**src/rtl/id_ex_stage_if.sv**
```systemverilog
// ID/EX stage bundle: decoded ID operands and control, the WB write port
// seen by the bypass, pipeline control, and the registered EX-side outputs.
interface id_ex_stage_if #(
  parameter int CTRL_W = 8,
  parameter int CNT_W  = 16
);
  // ID side
  logic              id_valid;
  logic [4:0]        id_rs;
  logic [4:0]        id_rt;
  logic              id_use_rs;
  logic              id_use_rt;
  logic [31:0]       id_rdata1;
  logic [31:0]       id_rdata2;
  logic [31:0]       id_imm;
  logic [4:0]        id_wreg;
  logic              id_regwrite;
  logic              id_memread;
  logic              id_memwrite;
  logic [CTRL_W-1:0] id_ctrl;
  // WB write port, same signals that drive the regfile
  logic              wb_we;
  logic [4:0]        wb_reg;
  logic [31:0]       wb_data;
  // pipeline control
  logic              flush;
  logic              ex_hold;
  logic              stall_out;
  // EX side
  logic              ex_valid;
  logic [4:0]        ex_rs;
  logic [4:0]        ex_rt;
  logic [4:0]        ex_wreg;
  logic [31:0]       ex_a;
  logic [31:0]       ex_b;
  logic [31:0]       ex_imm;
  logic              ex_regwrite;
  logic              ex_memread;
  logic              ex_memwrite;
  logic [CTRL_W-1:0] ex_ctrl;
  logic [CNT_W-1:0]  perf_bubbles;

  modport master (
    output id_valid, id_rs, id_rt, id_use_rs, id_use_rt, id_rdata1, id_rdata2,
           id_imm, id_wreg, id_regwrite, id_memread, id_memwrite, id_ctrl,
           wb_we, wb_reg, wb_data, flush, ex_hold,
    input  stall_out, ex_valid, ex_rs, ex_rt, ex_wreg, ex_a, ex_b, ex_imm,
           ex_regwrite, ex_memread, ex_memwrite, ex_ctrl, perf_bubbles
  );

  modport slave (
    input  id_valid, id_rs, id_rt, id_use_rs, id_use_rt, id_rdata1, id_rdata2,
           id_imm, id_wreg, id_regwrite, id_memread, id_memwrite, id_ctrl,
           wb_we, wb_reg, wb_data, flush, ex_hold,
    output stall_out, ex_valid, ex_rs, ex_rt, ex_wreg, ex_a, ex_b, ex_imm,
           ex_regwrite, ex_memread, ex_memwrite, ex_ctrl, perf_bubbles
  );
endinterface

```
**src/rtl/id_ex_stage.sv**
```systemverilog
// ID/EX pipeline register. Bypasses a same-cycle WB write into the captured
// operands, detects load-use hazards, inserts bubbles on hazard or flush,
// freezes on ex_hold, and counts hazard bubbles in a saturating counter.
module id_ex_stage #(
  parameter int CTRL_W = 8,
  parameter int CNT_W  = 16
) (
  input logic         clk,
  input logic         rst,
  id_ex_stage_if.slave bus
);

  // The regfile writes on the same edge ID samples, so a matching WB write
  // must be forwarded here. R0 is hardwired to zero and wins over WB.
  function automatic logic [31:0] bypass(
    input logic [4:0]  src,
    input logic [31:0] rdata,
    input logic        we,
    input logic [4:0]  wreg,
    input logic [31:0] wdata
  );
    if (src == 5'd0)
      return 32'd0;
    else if (we && (wreg == src))
      return wdata;
    else
      return rdata;
  endfunction

  // Saturating increment: sticks at all-ones instead of wrapping.
  function automatic logic [CNT_W-1:0] sat_inc(input logic [CNT_W-1:0] c);
    if (&c)
      return c;
    else
      return c + {{(CNT_W-1){1'b0}}, 1'b1};
  endfunction

  // ---------------- stage p1 registers (EX side) ----------------
  logic              vld_p1;
  logic [4:0]        rs_p1;
  logic [4:0]        rt_p1;
  logic [4:0]        wreg_p1;
  logic [31:0]       a_p1;
  logic [31:0]       b_p1;
  logic [31:0]       imm_p1;
  logic              regwrite_p1;
  logic              memread_p1;
  logic              memwrite_p1;
  logic [CTRL_W-1:0] ctrl_p1;
  logic [CNT_W-1:0]  bubbles_q;

  // ---------------- stage p0 (ID side, combinational) ----------------
  logic        luh_p0;
  logic [31:0] opa_p0;
  logic [31:0] opb_p0;
  logic        bubble_p0;
  logic        load_p0;

  // Hazard detection, operand bypass and update selection for this cycle.
  always_comb begin
    luh_p0    = 1'b0;
    opa_p0    = 32'd0;
    opb_p0    = 32'd0;
    bubble_p0 = 1'b0;
    load_p0   = 1'b0;

    luh_p0 = vld_p1 && memread_p1 && (wreg_p1 != 5'd0) && bus.id_valid &&
             ((bus.id_use_rs && (bus.id_rs == wreg_p1)) ||
              (bus.id_use_rt && (bus.id_rt == wreg_p1)));

    opa_p0 = bypass(bus.id_rs, bus.id_rdata1, bus.wb_we, bus.wb_reg, bus.wb_data);
    opb_p0 = bypass(bus.id_rt, bus.id_rdata2, bus.wb_we, bus.wb_reg, bus.wb_data);

    // flush beats hold, hold beats the hazard bubble, otherwise load.
    bubble_p0 = bus.flush || (!bus.ex_hold && luh_p0);
    load_p0   = !bus.flush && !bus.ex_hold && !luh_p0;
  end

  // Valid and control bits: cleared on a bubble, frozen on hold,
  // otherwise loaded and gated by id_valid.
  always_ff @(posedge clk or posedge rst) begin
    if (rst) begin
      vld_p1      <= 1'b0;
      regwrite_p1 <= 1'b0;
      memread_p1  <= 1'b0;
      memwrite_p1 <= 1'b0;
      ctrl_p1     <= '0;
    end else if (bubble_p0) begin
      vld_p1      <= 1'b0;
      regwrite_p1 <= 1'b0;
      memread_p1  <= 1'b0;
      memwrite_p1 <= 1'b0;
      ctrl_p1     <= '0;
    end else if (load_p0) begin
      vld_p1      <= bus.id_valid;
      regwrite_p1 <= bus.id_valid & bus.id_regwrite;
      memread_p1  <= bus.id_valid & bus.id_memread;
      memwrite_p1 <= bus.id_valid & bus.id_memwrite;
      ctrl_p1     <= bus.id_valid ? bus.id_ctrl : '0;
    end
  end

  // Operand and register-number fields: only loaded on a real load slot;
  // on bubbles and holds they keep whatever they held.
  always_ff @(posedge clk or posedge rst) begin
    if (rst) begin
      rs_p1   <= 5'd0;
      rt_p1   <= 5'd0;
      wreg_p1 <= 5'd0;
      a_p1    <= 32'd0;
      b_p1    <= 32'd0;
      imm_p1  <= 32'd0;
    end else if (load_p0) begin
      rs_p1   <= bus.id_rs;
      rt_p1   <= bus.id_rt;
      wreg_p1 <= bus.id_wreg;
      a_p1    <= opa_p0;
      b_p1    <= opb_p0;
      imm_p1  <= bus.id_imm;
    end
  end

  // Bubble counter: counts only hazard bubbles that actually get inserted
  // (a flush or hold in the same cycle suppresses the hazard bubble).
  always_ff @(posedge clk or posedge rst) begin
    if (rst)
      bubbles_q <= '0;
    else if (!bus.flush && !bus.ex_hold && luh_p0)
      bubbles_q <= sat_inc(bubbles_q);
  end

  assign bus.stall_out    = (luh_p0 | bus.ex_hold) & ~bus.flush;
  assign bus.ex_valid     = vld_p1;
  assign bus.ex_rs        = rs_p1;
  assign bus.ex_rt        = rt_p1;
  assign bus.ex_wreg      = wreg_p1;
  assign bus.ex_a         = a_p1;
  assign bus.ex_b         = b_p1;
  assign bus.ex_imm       = imm_p1;
  assign bus.ex_regwrite  = regwrite_p1;
  assign bus.ex_memread   = memread_p1;
  assign bus.ex_memwrite  = memwrite_p1;
  assign bus.ex_ctrl      = ctrl_p1;
  assign bus.perf_bubbles = bubbles_q;

endmodule

```
**src/flat_wrapper.sv**
```systemverilog
// flat-port wrapper written by rule: the top's interface ports become plain ports
module id_ex_stage_flat 
#(
  parameter int CTRL_W = 8,
  parameter int CNT_W  = 16
)
  (clk, rst, bus_id_valid, bus_id_rs, bus_id_rt, bus_id_use_rs, bus_id_use_rt, bus_id_rdata1, bus_id_rdata2, bus_id_imm, bus_id_wreg, bus_id_regwrite, bus_id_memread, bus_id_memwrite, bus_id_ctrl, bus_wb_we, bus_wb_reg, bus_wb_data, bus_flush, bus_ex_hold, bus_stall_out, bus_ex_valid, bus_ex_rs, bus_ex_rt, bus_ex_wreg, bus_ex_a, bus_ex_b, bus_ex_imm, bus_ex_regwrite, bus_ex_memread, bus_ex_memwrite, bus_ex_ctrl, bus_perf_bubbles);
  id_ex_stage_if #(.CTRL_W(CTRL_W), .CNT_W(CNT_W)) bus_i ();
  input logic clk;
  input logic rst;
  input wire logic [$bits(bus_i.id_valid)-1:0] bus_id_valid;
  input wire logic [$bits(bus_i.id_rs)-1:0] bus_id_rs;
  input wire logic [$bits(bus_i.id_rt)-1:0] bus_id_rt;
  input wire logic [$bits(bus_i.id_use_rs)-1:0] bus_id_use_rs;
  input wire logic [$bits(bus_i.id_use_rt)-1:0] bus_id_use_rt;
  input wire logic [$bits(bus_i.id_rdata1)-1:0] bus_id_rdata1;
  input wire logic [$bits(bus_i.id_rdata2)-1:0] bus_id_rdata2;
  input wire logic [$bits(bus_i.id_imm)-1:0] bus_id_imm;
  input wire logic [$bits(bus_i.id_wreg)-1:0] bus_id_wreg;
  input wire logic [$bits(bus_i.id_regwrite)-1:0] bus_id_regwrite;
  input wire logic [$bits(bus_i.id_memread)-1:0] bus_id_memread;
  input wire logic [$bits(bus_i.id_memwrite)-1:0] bus_id_memwrite;
  input wire logic [$bits(bus_i.id_ctrl)-1:0] bus_id_ctrl;
  input wire logic [$bits(bus_i.wb_we)-1:0] bus_wb_we;
  input wire logic [$bits(bus_i.wb_reg)-1:0] bus_wb_reg;
  input wire logic [$bits(bus_i.wb_data)-1:0] bus_wb_data;
  input wire logic [$bits(bus_i.flush)-1:0] bus_flush;
  input wire logic [$bits(bus_i.ex_hold)-1:0] bus_ex_hold;
  output wire logic [$bits(bus_i.stall_out)-1:0] bus_stall_out;
  output wire logic [$bits(bus_i.ex_valid)-1:0] bus_ex_valid;
  output wire logic [$bits(bus_i.ex_rs)-1:0] bus_ex_rs;
  output wire logic [$bits(bus_i.ex_rt)-1:0] bus_ex_rt;
  output wire logic [$bits(bus_i.ex_wreg)-1:0] bus_ex_wreg;
  output wire logic [$bits(bus_i.ex_a)-1:0] bus_ex_a;
  output wire logic [$bits(bus_i.ex_b)-1:0] bus_ex_b;
  output wire logic [$bits(bus_i.ex_imm)-1:0] bus_ex_imm;
  output wire logic [$bits(bus_i.ex_regwrite)-1:0] bus_ex_regwrite;
  output wire logic [$bits(bus_i.ex_memread)-1:0] bus_ex_memread;
  output wire logic [$bits(bus_i.ex_memwrite)-1:0] bus_ex_memwrite;
  output wire logic [$bits(bus_i.ex_ctrl)-1:0] bus_ex_ctrl;
  output wire logic [$bits(bus_i.perf_bubbles)-1:0] bus_perf_bubbles;
  assign bus_i.id_valid = bus_id_valid;
  assign bus_i.id_rs = bus_id_rs;
  assign bus_i.id_rt = bus_id_rt;
  assign bus_i.id_use_rs = bus_id_use_rs;
  assign bus_i.id_use_rt = bus_id_use_rt;
  assign bus_i.id_rdata1 = bus_id_rdata1;
  assign bus_i.id_rdata2 = bus_id_rdata2;
  assign bus_i.id_imm = bus_id_imm;
  assign bus_i.id_wreg = bus_id_wreg;
  assign bus_i.id_regwrite = bus_id_regwrite;
  assign bus_i.id_memread = bus_id_memread;
  assign bus_i.id_memwrite = bus_id_memwrite;
  assign bus_i.id_ctrl = bus_id_ctrl;
  assign bus_i.wb_we = bus_wb_we;
  assign bus_i.wb_reg = bus_wb_reg;
  assign bus_i.wb_data = bus_wb_data;
  assign bus_i.flush = bus_flush;
  assign bus_i.ex_hold = bus_ex_hold;
  assign bus_stall_out = bus_i.stall_out;
  assign bus_ex_valid = bus_i.ex_valid;
  assign bus_ex_rs = bus_i.ex_rs;
  assign bus_ex_rt = bus_i.ex_rt;
  assign bus_ex_wreg = bus_i.ex_wreg;
  assign bus_ex_a = bus_i.ex_a;
  assign bus_ex_b = bus_i.ex_b;
  assign bus_ex_imm = bus_i.ex_imm;
  assign bus_ex_regwrite = bus_i.ex_regwrite;
  assign bus_ex_memread = bus_i.ex_memread;
  assign bus_ex_memwrite = bus_i.ex_memwrite;
  assign bus_ex_ctrl = bus_i.ex_ctrl;
  assign bus_perf_bubbles = bus_i.perf_bubbles;
  id_ex_stage #(.CTRL_W(CTRL_W), .CNT_W(CNT_W)) u_core (.clk(clk), .rst(rst), .bus(bus_i));
endmodule
```
**config.mk**
```make
export PLATFORM = sky130hd
export DESIGN_NAME = id_ex_stage_flat
export DESIGN_NICKNAME = d
export VERILOG_FILES = /design/src/rtl/id_ex_stage_if.sv /design/src/rtl/id_ex_stage.sv /design/src/flat_wrapper.sv
export SDC_FILE = /design/constraint.sdc
export NUM_CORES = 1
export LEC_CHECK = 0
export CORE_AREA = 3 3 145 147
export DETAILED_ROUTE_END_ITERATION = 10
export DIE_AREA = 0 0 148 150
export PLACE_DENSITY = 0.68
export SKIP_LAST_GASP = 1
export SLEW_MARGIN = 0
export SYNTH_ARGS = -nofsm -noshare
export SYNTH_HDL_FRONTEND = slang
export SYNTH_SLANG_ARGS = --single-unit
export TNS_END_PERCENT = 50
```
**constraint.sdc**
```tcl
create_clock -name clk -period 5.55 [get_ports clk]
set_input_delay 1.11 -clock clk [delete_from_list [all_inputs] [get_ports clk]]
set_output_delay 1.11 -clock clk [all_outputs]
set_load 0.03 [all_outputs]
```
# [Word level (Yosys, flattened, before mapping)]
# Cells that the tools add are included.
# W data, S select, Z words.
[classes] n_addsub=1 eq_ne=4 n_reduce_logical=23 mux=15 bitwise=7
[ops] operator="$mux W32" count=4
[ops] operator="$mux W8" count=3
[ops] operator="$eq A5 B5 Y1" count=4
[ops] operator="$add A16 B1 Y16 const B" count=1
[ops] operator="$reduce_and A16 Y1" count=1
[ops] operator="$logic_and A1 B1 Y1" count=12
[ops] operator="$logic_not A5 Y1" count=2
[ops] operator="$mux W1" count=8
[ops] operator="$reduce_bool A5 Y1" count=1
[ops] operator="$and A1 B1 Y1" count=4
[ops] operator="$logic_not A1 Y1" count=3
[ops] operator="$logic_or A1 B1 Y1" count=2
[ops] operator="$not A1 Y1" count=2
[ops] operator="$reduce_and A2 Y1" count=1
[ops] operator="$reduce_bool A2 Y1" count=1
[ops] operator="$or A1 B1 Y1" count=1
[word_totals] output_inout_bits=140 inputBits=167 regBits=139 elab_cells=62

# [Logic depth before layout (Yosys ltp)]
# Gate-level depths: netlist of the first run.
[logic_depth] ltp_word=8 ltp_mapped=7 depth_no_buf=6

# [Worst setup path before layout of the first run]
# No wires, ideal clock.
[synth_path] kind="in2out" from="input bus_id_rs[2]" to="output bus_stall_out" path_stages=6 path_slack_ns=1.976 path_buffers=1 required_ns=4.440 t_arrival_ns=2.464 path_cell_list="xnor2_1 nand4_1 o22ai_4 clkbuf_1 a21oi_1 nor2_1"
[synth_via] elab_chain_len=6
[synth_rtl] element="start, declared" line_no="flat_wrapper.sv:12" text="input wire logic [$bits(bus_i.id_rs)-1:0] bus_id_rs;"
[synth_rtl] element="$eq A5 B5 Y1" line_no="id_ex_stage.sv:68" text="((bus.id_use_rs && (bus.id_rs == wreg_p1)) ||"
[synth_rtl] element="$logic_and A1 B1 Y1" line_no="id_ex_stage.sv:68"
[synth_rtl] element="$logic_or A1 B1 Y1" line_no="id_ex_stage.sv:68"
[synth_rtl] element="$logic_and A1 B1 Y1" line_no="id_ex_stage.sv:67" text="luh_p0 = vld_p1 && memread_p1 && (wreg_p1 != 5'd0) && bus.id_valid &&"
[synth_rtl] element="$or A1 B1 Y1" line_no="id_ex_stage.sv:132" text="assign bus.stall_out = (luh_p0 | bus.ex_hold) & ~bus.flush;"
[synth_rtl] element="$and A1 B1 Y1" line_no="id_ex_stage.sv:132"
[synth_rtl] element="end, declared" line_no="flat_wrapper.sv:29" text="output wire logic [$bits(bus_i.stall_out)-1:0] bus_stall_out;"
# No other way between the ends.

# [Worst setup path in the final report of the first run]
[layout_path] from="input bus_id_valid" to="output bus_stall_out"
[layout_via] elab_chain_len=4
[layout_rtl] element="start, declared" line_no="flat_wrapper.sv:11" text="input wire logic [$bits(bus_i.id_valid)-1:0] bus_id_valid;"
[layout_rtl] element="$logic_and A1 B1 Y1 (2 in series)" line_no="id_ex_stage.sv:67"
[layout_rtl] element="$or A1 B1 Y1" line_no="id_ex_stage.sv:132"
[layout_rtl] element="$and A1 B1 Y1" line_no="id_ex_stage.sv:132"
# No other way between the ends.

==> summary.md, run 1 <==
| Metric | Value |
|---|---|
| Period utilization | `0.807` |
| Synth warnings | `0` |
| Clock skew | `0.0112 ns` |
| CP Max Fanout | `13` |
| Setup_tns | `0 ns` |
| Crit Path Class | `in2out` |
| Area contributors post-synth | `dfrtp_1 (50%), mux2_2 (11%), mux2_4 (6.5%), nand3_1 (5.4%), a21oi_1 (4.8%)` |
| Non-Filler Instances | `1179` |
| CTS Hold Buffers Added | `0` |
| Total number of H-tree levels | `4` |
| PD cells | `321 nW/um^2` |
| Min Tclk post-route | `4.48 ns` |
| Fmax achieved | `0.223 GHz` |
| Required @ worst endpoint | `4.44 ns` |
| Post-route ant nets | `0` |
| CTS tree | `built` |
| Routed WL per cell | `19.6 microns` |
| Syn Std Cell Area | `6910 sq um` |
| Sw Pwr | `1.08 mW` |
| #FFs+latches synth | `139` |
| Postcts setup bufs | `0` |
| Io pins | `307` |
| Syn Inst Count | `610` |
| Root Driver | `clkbuf_16` |
| Via density | `5.16` |
| Peak supply drop | `0.210 mV` |
| Static Leakage | `4.24 nW` |
| Share of layout cells above drive strength 1 | `0.161` |
| CP Data Arrival Time | `3.37 ns` |
| Share of total power in combinational logic | `0.290` |
| # diodes | `0` |
| Largest net degree at the start of global routing | `88` |
| Inserted Clock Buffers | `17` |
| Syn_area_per_cell | `11.3 sq um` |
| Most frequent cells in the layout | `clkdlybuf4s50_1 (306), dfrtp_1 (139), nand3_1 (75)` |
| Outcome | `completed` |
| Final Total Pwr | `3.47 mW` |
| Final setup vio count | `0` |
| Initial Util | `0.345` |
| Cell taking the most area after synthesis | `dfrtp_1` |
| Crit. End Element | `output pin` |
| Clock latency on the worst-skew pair | `0.42 ns` |
| First-pass GRT wire length | `36.0 mm` |
| Post-synthesis sequential area ratio | `0.503` |
| Top cell type's share of synthesized area | `0.503` |
| RSZ-0062 raised after global routing | `false` |
| Initial antenna violation count | `0` |
| Placement Setup Slack | `1.12 ns` |
| Hold Crit Class | `reg2reg` |
| Total placed cells including tap cells | `1148` |
| Clock Path Buffers | `2` |
| HPWL Detailed | `16.3 mm` |
| WL final | `23.1 mm` |
| Hold path startpoint | `u_core.bus.ex_rt[0]$_DFFE_PP0P_` |
| Final net count | `1065` |
| Placer Congestion | `0.843` |
| Slew Limit Fails | `0` |
| Via count | `6089` |
| Sequential power share | `0.353` |
| Final Hold Vio Count | `0` |
| Vias in the first global route | `6277` |
| P&R area growth vs syn | `56.5%` |
| Slew @ Worst Pin | `1.09 ns` |
| Area of the die | `22200 sq um` |
| Clock-pin slew on the worst setup and hold paths | `0.06 ns` |
| Post-CTS Resized | `0` |
| DRT iter0 DRCs | `360` |
| Critical Path Source | `bus_id_valid` |
| Clock power frac | `0.357` |
| GRT overflow | `0` |
| DRT Pass-1 Iters | `5` |
| Drc violations | `0` |
| Die Y-Extent | `150 microns` |
| Hold_ws | `0.482 ns` |
| Core ar. | `20000 sq um` |
| All-Layer GR Usage | `0.207` |
| Clock Sinks | `139` |
| Commonest non-fill, non-tap cell in the layout | `clkdlybuf4s50_1` |
| Port Buffers | `306` |
| Mapped Nets | `778` |
| CP startpoint kind | `primary input` |
| Slew HR | `0.275` |
| Sw Ratio | `0.310` |
| Die span in x | `148 microns` |
| Row count | `52` |
| Number of max-cap violations | `0` |
| Internal Power | `2.39 mW` |
| Yosys cell types | `32` |
| Worst r2r src | `u_core.bus.ex_wreg[0]$_DFFE_PP0P_` |
| Worst setup margin | `1.07 ns` |
final cells by class:
type | count | area, sq um
clock inverter | 14 | 211
fill | 1805 | 9220
timing repair buffer | 319 | 3170
tap | 270 | 338
inverter | 4 | 20.0
multi-input combinational | 416 | 3170
clock buffer | 17 | 425
sequential | 139 | 3480
final timing paths:
path,cells past startpoint,to,slack [ns]
worst min register to register,1,u_core.bus.ex_rt[0]$_DFFE_PP0P_,0.48
worst max register to register,5,u_core.bus.ex_b[31]$_DFFE_PP0P_,3.22
worst min-delay path,1,u_core.bus.ex_rt[0]$_DFFE_PP0P_,0.48
min in group asynchronous,2,u_core.bus.ex_imm[3]$_DFFE_PP0P_,1.22
max in group asynchronous,3,u_core.bus.ex_a[16]$_DFFE_PP0P_,3.36
worst max-delay path,6,bus_stall_out,1.07
routing by layer:
layer,up-vias,wire length [microns],global-route usage
li1,2792,-,-
met1,2985,9400,0.259
met2,282,11300,0.346
met3,30,2050,0.0636
met4,0,388,0.0591
met5,-,0,0
cells in the mapped netlist (all sizes together):
cell type and n:
mux2 114, mux2i 1, nor3 1, dfrtp 139, nand4b 1, o311a 1
nand2b 1, xnor2 32, or4 2, nand2 8, nor4 1, and4 2
clkbuf 32, a32o 11, buf 19, inv 4, nand4 12, a21boi 1
a21oi 67, o22ai 1, ha 1, and2 2, nand3 75, nor2 8
o21ai 64, and3 8, nor2b 1, a22o 1
stage by stage:
stage | instance area [sq um] | utilization
2_1_floorplan | 6910 | -
3_3_place_gp | 10200 | 0.508
3_5_place_dp | 10200 | 0.508
4_1_cts | 10800 | 0.540
5_1_grt | 10800 | 0.540
6_report | 10800 | 0.540
kinds of logic after synthesis:
group	synth area share
and+or+nand+nor	0.0924
AOI/OAI and AO/OA	0.119
buffers and inverters	0.0397
xor gates and xnor gates	0.0406
DFF	0.503
muxes	0.204
adders and majority gates	0.00181
state kept, by name (all words and copies together), names as in the netlist:
signal,cells
u_core.bus.ex_valid,1
u_core.bus.ex_memwrite,1
u_core.bus.ex_imm,32
u_core.bus.ex_rs,5
u_core.bus.ex_a,32
u_core.bus.ex_memread,1
u_core.bus.ex_wreg,5
u_core.bus.ex_rt,5
u_core.bus.ex_ctrl,8
u_core.bus.perf_bubbles,16
u_core.bus.ex_b,32
u_core.bus.ex_regwrite,1
power by group through the flow:
stage	sequential, mW	combinational, mW	clock (mW)
final	1.22	1.01	1.24
after global routing	1.24	1.06	1.32
after CTS	1.22	1.02	1.27
after detailed placement	1.24	1.01	0
after global placement	1.24	1.01	0
after floorplan	1.50	0.269	0
critical path, cell delays in order:
cell	delay (ns)
clkdlybuf4s50_1	0.78
nand3_1	0.15
a21oi_2	0.38
a21oi_1	0.12
nor2_1	0.13
clkdlybuf4s50_1	0.69
Note: power is estimated with default switching activity, not from simulation.
==> run 2: changes to the inputs <==
==> constraint.sdc (replaced) <==
create_clock -name clk -period 4.62 [get_ports clk]
set_input_delay 0.924 -clock clk [delete_from_list [all_inputs] [get_ports clk]]
set_output_delay 0.924 -clock clk [all_outputs]
set_load 0.03 [all_outputs]
==> run 2 against run 1 <==
Compared with the run above:
- register-to-register slack worse by 1.1 ns
- wire length up 0.17%
- count of clock-buffer cells in the layout up 1
- design area unchanged
- global-route usage down 0.081 points
- non-clock buffer count up 2
- die area unchanged
- sequential share of layout area unchanged
- cell count up 0.25%
- critical path depth up 1
- clock skew about the same
- critical path type unchanged
- largest cell class unchanged
- largest power group is now sequential cells
==> summary.md, run 2 (synthesis results as in run 1) <==
| Metric | Value |
|---|---|
| Outcome | `completed (unchanged)` |
| Max stage delay on crit path | `0.68 ns (was 0.78 ns)` |
| CP cell instances | `clkdlybuf4s50_1 -> xnor2_1 -> nand4_1 -> o22ai_4 -> a21oi_1 -> nor2_1 -> clkdlybuf4s50_1 (was clkdlybuf4s50_1 -> nand3_1 -> a21oi_2 -> a21oi_1 -> nor2_1 -> clkdlybuf4s50_1)` |
| Setup_tns | `0 ns (unchanged)` |
| WL final | `23.2 mm (was 23.1 mm)` |
| Clock Sinks | `139 (unchanged)` |
| Clock-pin slew on the worst setup and hold paths | `0.06 ns (about the same)` |
| Sw Ratio | `0.312 (was 0.310)` |
| Fmax achieved | `0.254 GHz` |
| Internal Power | `2.81 mW (was 2.39 mW)` |
| Hold Path Sink | `u_core.bus.ex_a[24]$_DFFE_PP0P_ (was u_core.bus.ex_rt[0]$_DFFE_PP0P_)` |
| Die Y-Extent | `150 microns (unchanged)` |
| Inserted Clock Buffers | `17 (unchanged)` |
| WP buf/inv | `2 (unchanged)` |
| Die span in x | `148 microns (unchanged)` |
| Area of the die | `22200 sq um (unchanged)` |
| CTS tree | `built (unchanged)` |
| CP Data Arrival Time | `3.01 ns (was 3.37 ns)` |
| Port Buffers | `306 (unchanged)` |
| Final Total Pwr | `4.09 mW (was 3.47 mW)` |
| RSZ-0062 raised after global routing | `false (unchanged)` |
| Post-route ant nets | `0 (unchanged)` |
| Vias in the first global route | `6228 (was 6277)` |
| HPWL Detailed | `16.3 mm (about the same)` |
| Placement Setup Slack | `0.713 ns (was 1.12 ns)` |
| Placer Congestion | `0.840 (was 0.843)` |
| Clock latency on the worst-skew pair | `0.41 ns (was 0.42 ns)` |
| Final Hold Vio Count | `0 (unchanged)` |
| Final setup vio count | `0 (unchanged)` |
| Largest net degree at the start of global routing | `140 (was 88)` |
| Slew HR | `0.278 (was 0.275)` |
| Period utilization | `0.852` |
| Worst r2r src | `u_core.bus.ex_wreg[4]$_DFFE_PP0P_ (was u_core.bus.ex_wreg[0]$_DFFE_PP0P_)` |
| Hold path startpoint | `u_core.bus.ex_a[24]$_DFFE_PP0P_ (was u_core.bus.ex_rt[0]$_DFFE_PP0P_)` |
| Postcts setup bufs | `0 (unchanged)` |
| # diodes | `0 (unchanged)` |
| CP startpoint kind | `primary input (unchanged)` |
| First-pass GRT wire length | `35.6 mm (was 36.0 mm)` |
| Slowest cell on the critical path | `clkdlybuf4s50_1 (unchanged)` |
| DRT Pass-1 Iters | `5 (unchanged)` |
| Top cell by count, worst path | `clkdlybuf4s50_1 (unchanged)` |
| Drc violations | `0 (unchanged)` |
| Via density | `5.18 (was 5.16)` |
| Row count | `52 (unchanged)` |
| Hold_ws | `0.482 ns (about the same)` |
| Hold Crit Class | `reg2reg (unchanged)` |
| Clock Path Buffers | `2 (unchanged)` |
| CP Max Fanout | `4 (was 13)` |
| Share of total power in combinational logic | `0.296 (was 0.290)` |
| All-Layer GR Usage | `0.206 (was 0.207)` |
| Initial Util | `0.345 (unchanged)` |
| Routed WL per cell | `19.6 microns (about the same)` |
| Peak supply drop | `0.242 mV (was 0.210 mV)` |
| Via count | `6127 (was 6089)` |
| Post-CTS Resized | `0 (unchanged)` |
| Min Tclk post-route | `3.94 ns` |
| Clock skew | `0.0108 ns (was 0.0112 ns)` |
| Io pins | `307 (unchanged)` |
| Final net count | `1067 (was 1065)` |
| CTS Hold Buffers Added | `0 (unchanged)` |
| Slew @ Worst Pin | `1.08 ns (was 1.09 ns)` |
| Worst setup margin | `0.685 ns (was 1.07 ns)` |
| Sw Pwr | `1.28 mW (was 1.08 mW)` |
| Sequential power share | `0.359 (was 0.353)` |
| Static Leakage | `4.24 nW (about the same)` |
| Slew Limit Fails | `0 (unchanged)` |
| Most frequent cells in the layout | `clkdlybuf4s50_1 (306), dfrtp_1 (139), nand3_1 (75) (unchanged)` |
| Total number of H-tree levels | `4 (unchanged)` |
| Hold Crit Depth | `1 (unchanged)` |
| Crit Path Class | `in2out (unchanged)` |
| R2r worst-path depth | `8 (was 5)` |
| RR Endpoint | `u_core.bus.ex_a[16]$_DFFE_PP0P_ (was u_core.bus.ex_b[31]$_DFFE_PP0P_)` |
| P&R area growth vs syn | `56.5% (unchanged)` |
| Root Driver | `clkbuf_16 (unchanged)` |
| PD cells | `378 nW/um^2 (was 321 nW/um^2)` |
| Worst path top cell family by delay | `buffers and inverters (unchanged)` |
| Share of layout cells above drive strength 1 | `0.162 (was 0.161)` |
| R2r setup slk | `2.12 ns (was 3.22 ns)` |
| GRT overflow | `0 (unchanged)` |
| Core ar. | `20000 sq um (unchanged)` |
| Commonest non-fill, non-tap cell in the layout | `clkdlybuf4s50_1 (unchanged)` |
| Initial antenna violation count | `0 (unchanged)` |
| Number of max-cap violations | `0 (unchanged)` |
| Crit. End Element | `output pin (unchanged)` |
| Required @ worst endpoint | `3.70 ns (was 4.44 ns)` |
| DRT iter0 DRCs | `298 (was 360)` |
| Clock power frac | `0.345 (was 0.357)` |
[run 2: cell types whose count changed in the layout (fill, tap and decap cells not counted)]
cell and delta:
inv_8 -2, clkinv_4 -2, clkbuf_1 +1, inv_6 -1, clkinvlp_4 +2, clkinv_2 +4, bufinv_16 -1, buf_12 +2
[run 2: how the worst max path moves through the flow]
stage / start / to / slack, ns / depth (start not counted)
after floorplan: bus_id_rs[2] / bus_stall_out / 1.42 / 6
after global placement: bus_id_rs[2] / bus_stall_out / 0.74 / 7
after detailed placement: bus_id_rs[4] / bus_stall_out / 0.71 / 7
after CTS: bus_id_rs[4] / bus_stall_out / 0.69 / 7
after global routing: bus_id_rs[4] / bus_stall_out / 0.59 / 7
final: bus_id_rs[4] / bus_stall_out / 0.68 / 7
[run 2: power groups by stage]
stage | combinational (mW) | sequential [mW] | clock [mW]
floorplan | 0.323 | 1.80 | 0
global placement | 1.21 | 1.48 | 0
detailed placement | 1.22 | 1.49 | 0
CTS | 1.22 | 1.47 | 1.44
global route | 1.27 | 1.49 | 1.51
finish | 1.21 | 1.47 | 1.41
[run 2: final cells by class]
class | count | area (sq um)
Clock buffer | 18 | 429
Clock inverter | 14 | 169
Fill cell | 1824 | 9220
Inverter | 4 | 18.8
Multi-Input combinational cell | 416 | 3170
Sequential cell | 139 | 3480
Tap cell | 270 | 338
Timing Repair Buffer | 321 | 3210
[run 2: per-layer routing]
| layer | global-route usage | share of wire | routed length [microns] | vias up |
|---|---|---|---|---|
| met5 | 0 | 0 | 0 | - |
| met4 | 0.0600 | 0.020 | 462 | 0 |
| met3 | 0.0757 | 0.089 | 2060 | 34 |
| met2 | 0.326 | 0.47 | 10900 | 274 |
| met1 | 0.265 | 0.42 | 9750 | 3023 |
| li1 | - | - | - | 2796 |
[run 2: stage by stage]
| step | cells | util | cell area [sq um] |
|---|---|---|---|
| final | 1182 | 0.540 | 10800 |
| after global routing | 1182 | 0.540 | 10800 |
| after CTS | 1182 | 0.540 | 10800 |
| after detailed placement | 1150 | 0.510 | 10200 |
| after global placement | 1150 | 0.510 | 10200 |
| after floorplan | 610 | - | 6910 |
==> run 3: changes to the inputs <==
--- a/config.mk
+++ b/config.mk
@@ -5,10 +5,10 @@
 export SDC_FILE = /design/constraint.sdc
 export NUM_CORES = 1
 export LEC_CHECK = 0
-export CORE_AREA = 3 3 145 147
+export CORE_AREA = 3 3 133 135
 export DETAILED_ROUTE_END_ITERATION = 10
-export DIE_AREA = 0 0 148 150
-export PLACE_DENSITY = 0.68
+export DIE_AREA = 0 0 136 138
+export PLACE_DENSITY = 0.79
 export SKIP_LAST_GASP = 1
 export SLEW_MARGIN = 0
 export SYNTH_ARGS = -nofsm -noshare
==> run 3 against run 2 <==
Compared with the run above:
- clock skew down 0.0028 ns
- flip-flop and latch count is the same
- cell count fell by 4.1%
- register-to-register slack got worse by 0.18 ns
- design area fell by 0.28%
- setup slack improved by 0.044 ns
- clock power rose by 4%
- combinational power about the same
- highest routed layer unchanged
- die area shrank 15%
==> summary.md, run 3 (synthesis results as in run 1) <==
| Metric | Value |
|---|---|
| Outcome | `completed (unchanged)` |
| Setup_tns | `0 ns (unchanged)` |
| Required @ worst endpoint | `3.70 ns (about the same)` |
| Placement Setup Slack | `0.744 ns (was 0.713 ns)` |
| WP buf/inv | `2 (unchanged)` |
| Postcts setup bufs | `0 (unchanged)` |
| Final setup vio count | `0 (unchanged)` |
| CP cell instances | `clkdlybuf4s50_1 -> xnor2_1 -> nand4_1 -> o22ai_4 -> a21oi_1 -> nor2_1 -> clkdlybuf4s50_1 (unchanged)` |
| Total placed cells including tap cells | `1102 (was 1150)` |
| # diodes | `0 (unchanged)` |
| Peak supply drop | `0.244 mV (was 0.242 mV)` |
| Share of layout cells above drive strength 1 | `0.164 (was 0.162)` |
| Worst setup margin | `0.729 ns (was 0.685 ns)` |
| DRT Pass-1 Iters | `5 (unchanged)` |
| CTS Hold Buffers Added | `0 (unchanged)` |
| Final Total Pwr | `4.15 mW (was 4.09 mW)` |
| Sequential power share | `0.355 (was 0.359)` |
| Slew Limit Fails | `0 (unchanged)` |
| Via count | `6115 (was 6127)` |
| Sw Pwr | `1.26 mW (was 1.28 mW)` |
| Final Hold Vio Count | `0 (unchanged)` |
| Row count | `47 (was 52)` |
| P&R area growth vs syn | `56.1% (was 56.5%)` |
| Routed WL per cell | `20.0 microns (was 19.6 microns)` |
| Sw Ratio | `0.305 (was 0.312)` |
| Max stage delay on crit path | `0.70 ns (was 0.68 ns)` |
| Drc violations | `0 (unchanged)` |
| Initial Util | `0.417 (was 0.345)` |
| Placer Congestion | `0.890 (was 0.840)` |
| Internal Power | `2.88 mW (was 2.81 mW)` |
| CP startpoint kind | `primary input (unchanged)` |
| Vias in the first global route | `6312 (was 6228)` |
| Slowest cell on the critical path | `clkdlybuf4s50_1 (unchanged)` |
| Post-route ant nets | `0 (unchanged)` |
| CP Max Fanout | `4 (unchanged)` |
| CP Data Arrival Time | `2.97 ns (was 3.01 ns)` |
| Clock-pin slew on the worst setup and hold paths | `0.06 ns (about the same)` |
| Via density | `5.40 (was 5.18)` |
| Period utilization | `0.842 (was 0.852)` |
| Clock power frac | `0.352 (was 0.345)` |
| Clock Sinks | `139 (unchanged)` |
| Total number of H-tree levels | `4 (unchanged)` |
| RSZ-0062 raised after global routing | `false (unchanged)` |
| PD cells | `384 nW/um^2 (was 378 nW/um^2)` |
| Final Util | `0.650 (was 0.540)` |
| DRT iter0 DRCs | `318 (was 298)` |
| Root Driver | `clkbuf_16 (unchanged)` |
| Io pins | `307 (unchanged)` |
| Most frequent cells in the layout | `clkdlybuf4s50_1 (306), dfrtp_1 (139), nand3_1 (75) (unchanged)` |
| Die Y-Extent | `138 microns (was 150 microns)` |
| WL final | `22.7 mm (was 23.2 mm)` |
| Register area | `3480 sq um (unchanged)` |
| All-Layer GR Usage | `0.239 (was 0.206)` |
| Share of total power in combinational logic | `0.293 (was 0.296)` |
| Core ar. | `16600 sq um (was 20000 sq um)` |
| Clock latency on the worst-skew pair | `0.41 ns (about the same)` |
| Largest net degree at the start of global routing | `66 (was 140)` |
| Slew @ Worst Pin | `1.06 ns (was 1.08 ns)` |
| Fmax achieved | `0.257 GHz (was 0.254 GHz)` |
| Crit. End Element | `output pin (unchanged)` |
| Static Leakage | `4.26 nW (was 4.24 nW)` |
| Final net count | `1069 (was 1067)` |
| Filler instances | `1334 (was 1824)` |
| Commonest non-fill, non-tap cell in the layout | `clkdlybuf4s50_1 (unchanged)` |
| Non-Filler Instances | `1133 (was 1182)` |
| Inserted Clock Buffers | `17 (unchanged)` |
| Port Buffers | `306 (unchanged)` |
| Area of the die | `18800 sq um (was 22200 sq um)` |
| CTS tree | `built (unchanged)` |
| HPWL Detailed | `16.2 mm (was 16.3 mm)` |
| Hold Crit Class | `reg2reg (unchanged)` |
| Post-CTS Resized | `0 (unchanged)` |
| Crit Path Class | `in2out (unchanged)` |
| Number of max-cap violations | `0 (unchanged)` |
| Initial antenna violation count | `0 (unchanged)` |
| Clock Path Buffers | `2 (unchanged)` |
| Die span in x | `136 microns (was 148 microns)` |
| GRT overflow | `0 (unchanged)` |
| Worst path top cell family by delay | `buffers and inverters (unchanged)` |
| Top cell by count, worst path | `clkdlybuf4s50_1 (unchanged)` |
| Clock skew | `0.00799 ns (was 0.0108 ns)` |
| Slew HR | `0.291 (was 0.278)` |
| First-pass GRT wire length | `35.5 mm (was 35.6 mm)` |
| Min Tclk post-route | `3.89 ns (was 3.94 ns)` |
| Area occupied by multi-input gates | `3170 sq um (unchanged)` |
-- run 3: path summary, 6_finish.rpt --
check                                                    endpoint  depth (start not counted)  slack, ns                         startpoint
worst min-delay path            u_core.bus.ex_ctrl[4]$_DFFE_PP0P_                          1       0.49  u_core.bus.ex_ctrl[4]$_DFFE_PP0P_
worst max-delay path                                bus_stall_out                          7       0.73                       bus_id_rs[2]
worst max register to register  u_core.bus.ex_imm[30]$_DFFE_PP0P_                          8       1.94  u_core.bus.ex_wreg[1]$_DFFE_PP0P_
worst min register to register  u_core.bus.ex_ctrl[4]$_DFFE_PP0P_                          1       0.49  u_core.bus.ex_ctrl[4]$_DFFE_PP0P_
max in group asynchronous         u_core.bus.ex_a[30]$_DFFE_PP0P_                          3       2.56                                rst
min in group asynchronous       u_core.bus.ex_imm[15]$_DFFE_PP0P_                          2       1.01                                rst
-- run 3: layout make-up --
cell class | count | area share
inverter | 4 | 0.00174
clock inverter | 13 | 0.0175
tap | 220 | 0.0255
multi-input combinational | 416 | 0.294
sequential | 139 | 0.323
timing repair buffer | 323 | 0.298
clock buffer | 18 | 0.0407
-- run 3: per-stage QoR --
stage / hold WS, ns / area (sq um)
floorplan: 0.664 / 6910
global placement: 0.468 / 10200
detailed placement: 0.479 / 10200
CTS: 0.493 / 10800
global route: 0.503 / 10800
finish: 0.486 / 10800
-- run 3: power by group through the flow --
stage,combinational (mW),clock (mW),sequential (mW)
floorplan,0.323,0,1.80
global placement,1.21,0,1.48
detailed placement,1.22,0,1.49
CTS,1.23,1.49,1.47
global route,1.28,1.55,1.49
finish,1.22,1.46,1.47
-- run 3: routing by layer --
metal	share of wire	wire, microns	track usage
met1	0.40	9140	0.306
met2	0.48	10800	0.385
met3	0.098	2210	0.0770
met4	0.021	476	0.0790
met5	0	0	0
-- run 3: worst reg2reg max path, cell delays in order (launching register included) --
cell	delay, ns
dfrtp_1	0.47
xnor2_1	0.16
nand4_1	0.16
o22ai_4	0.11
buf_4	0.21
a21boi_4	0.18
buf_4	0.53
buf_4	0.36
mux2_2	0.37
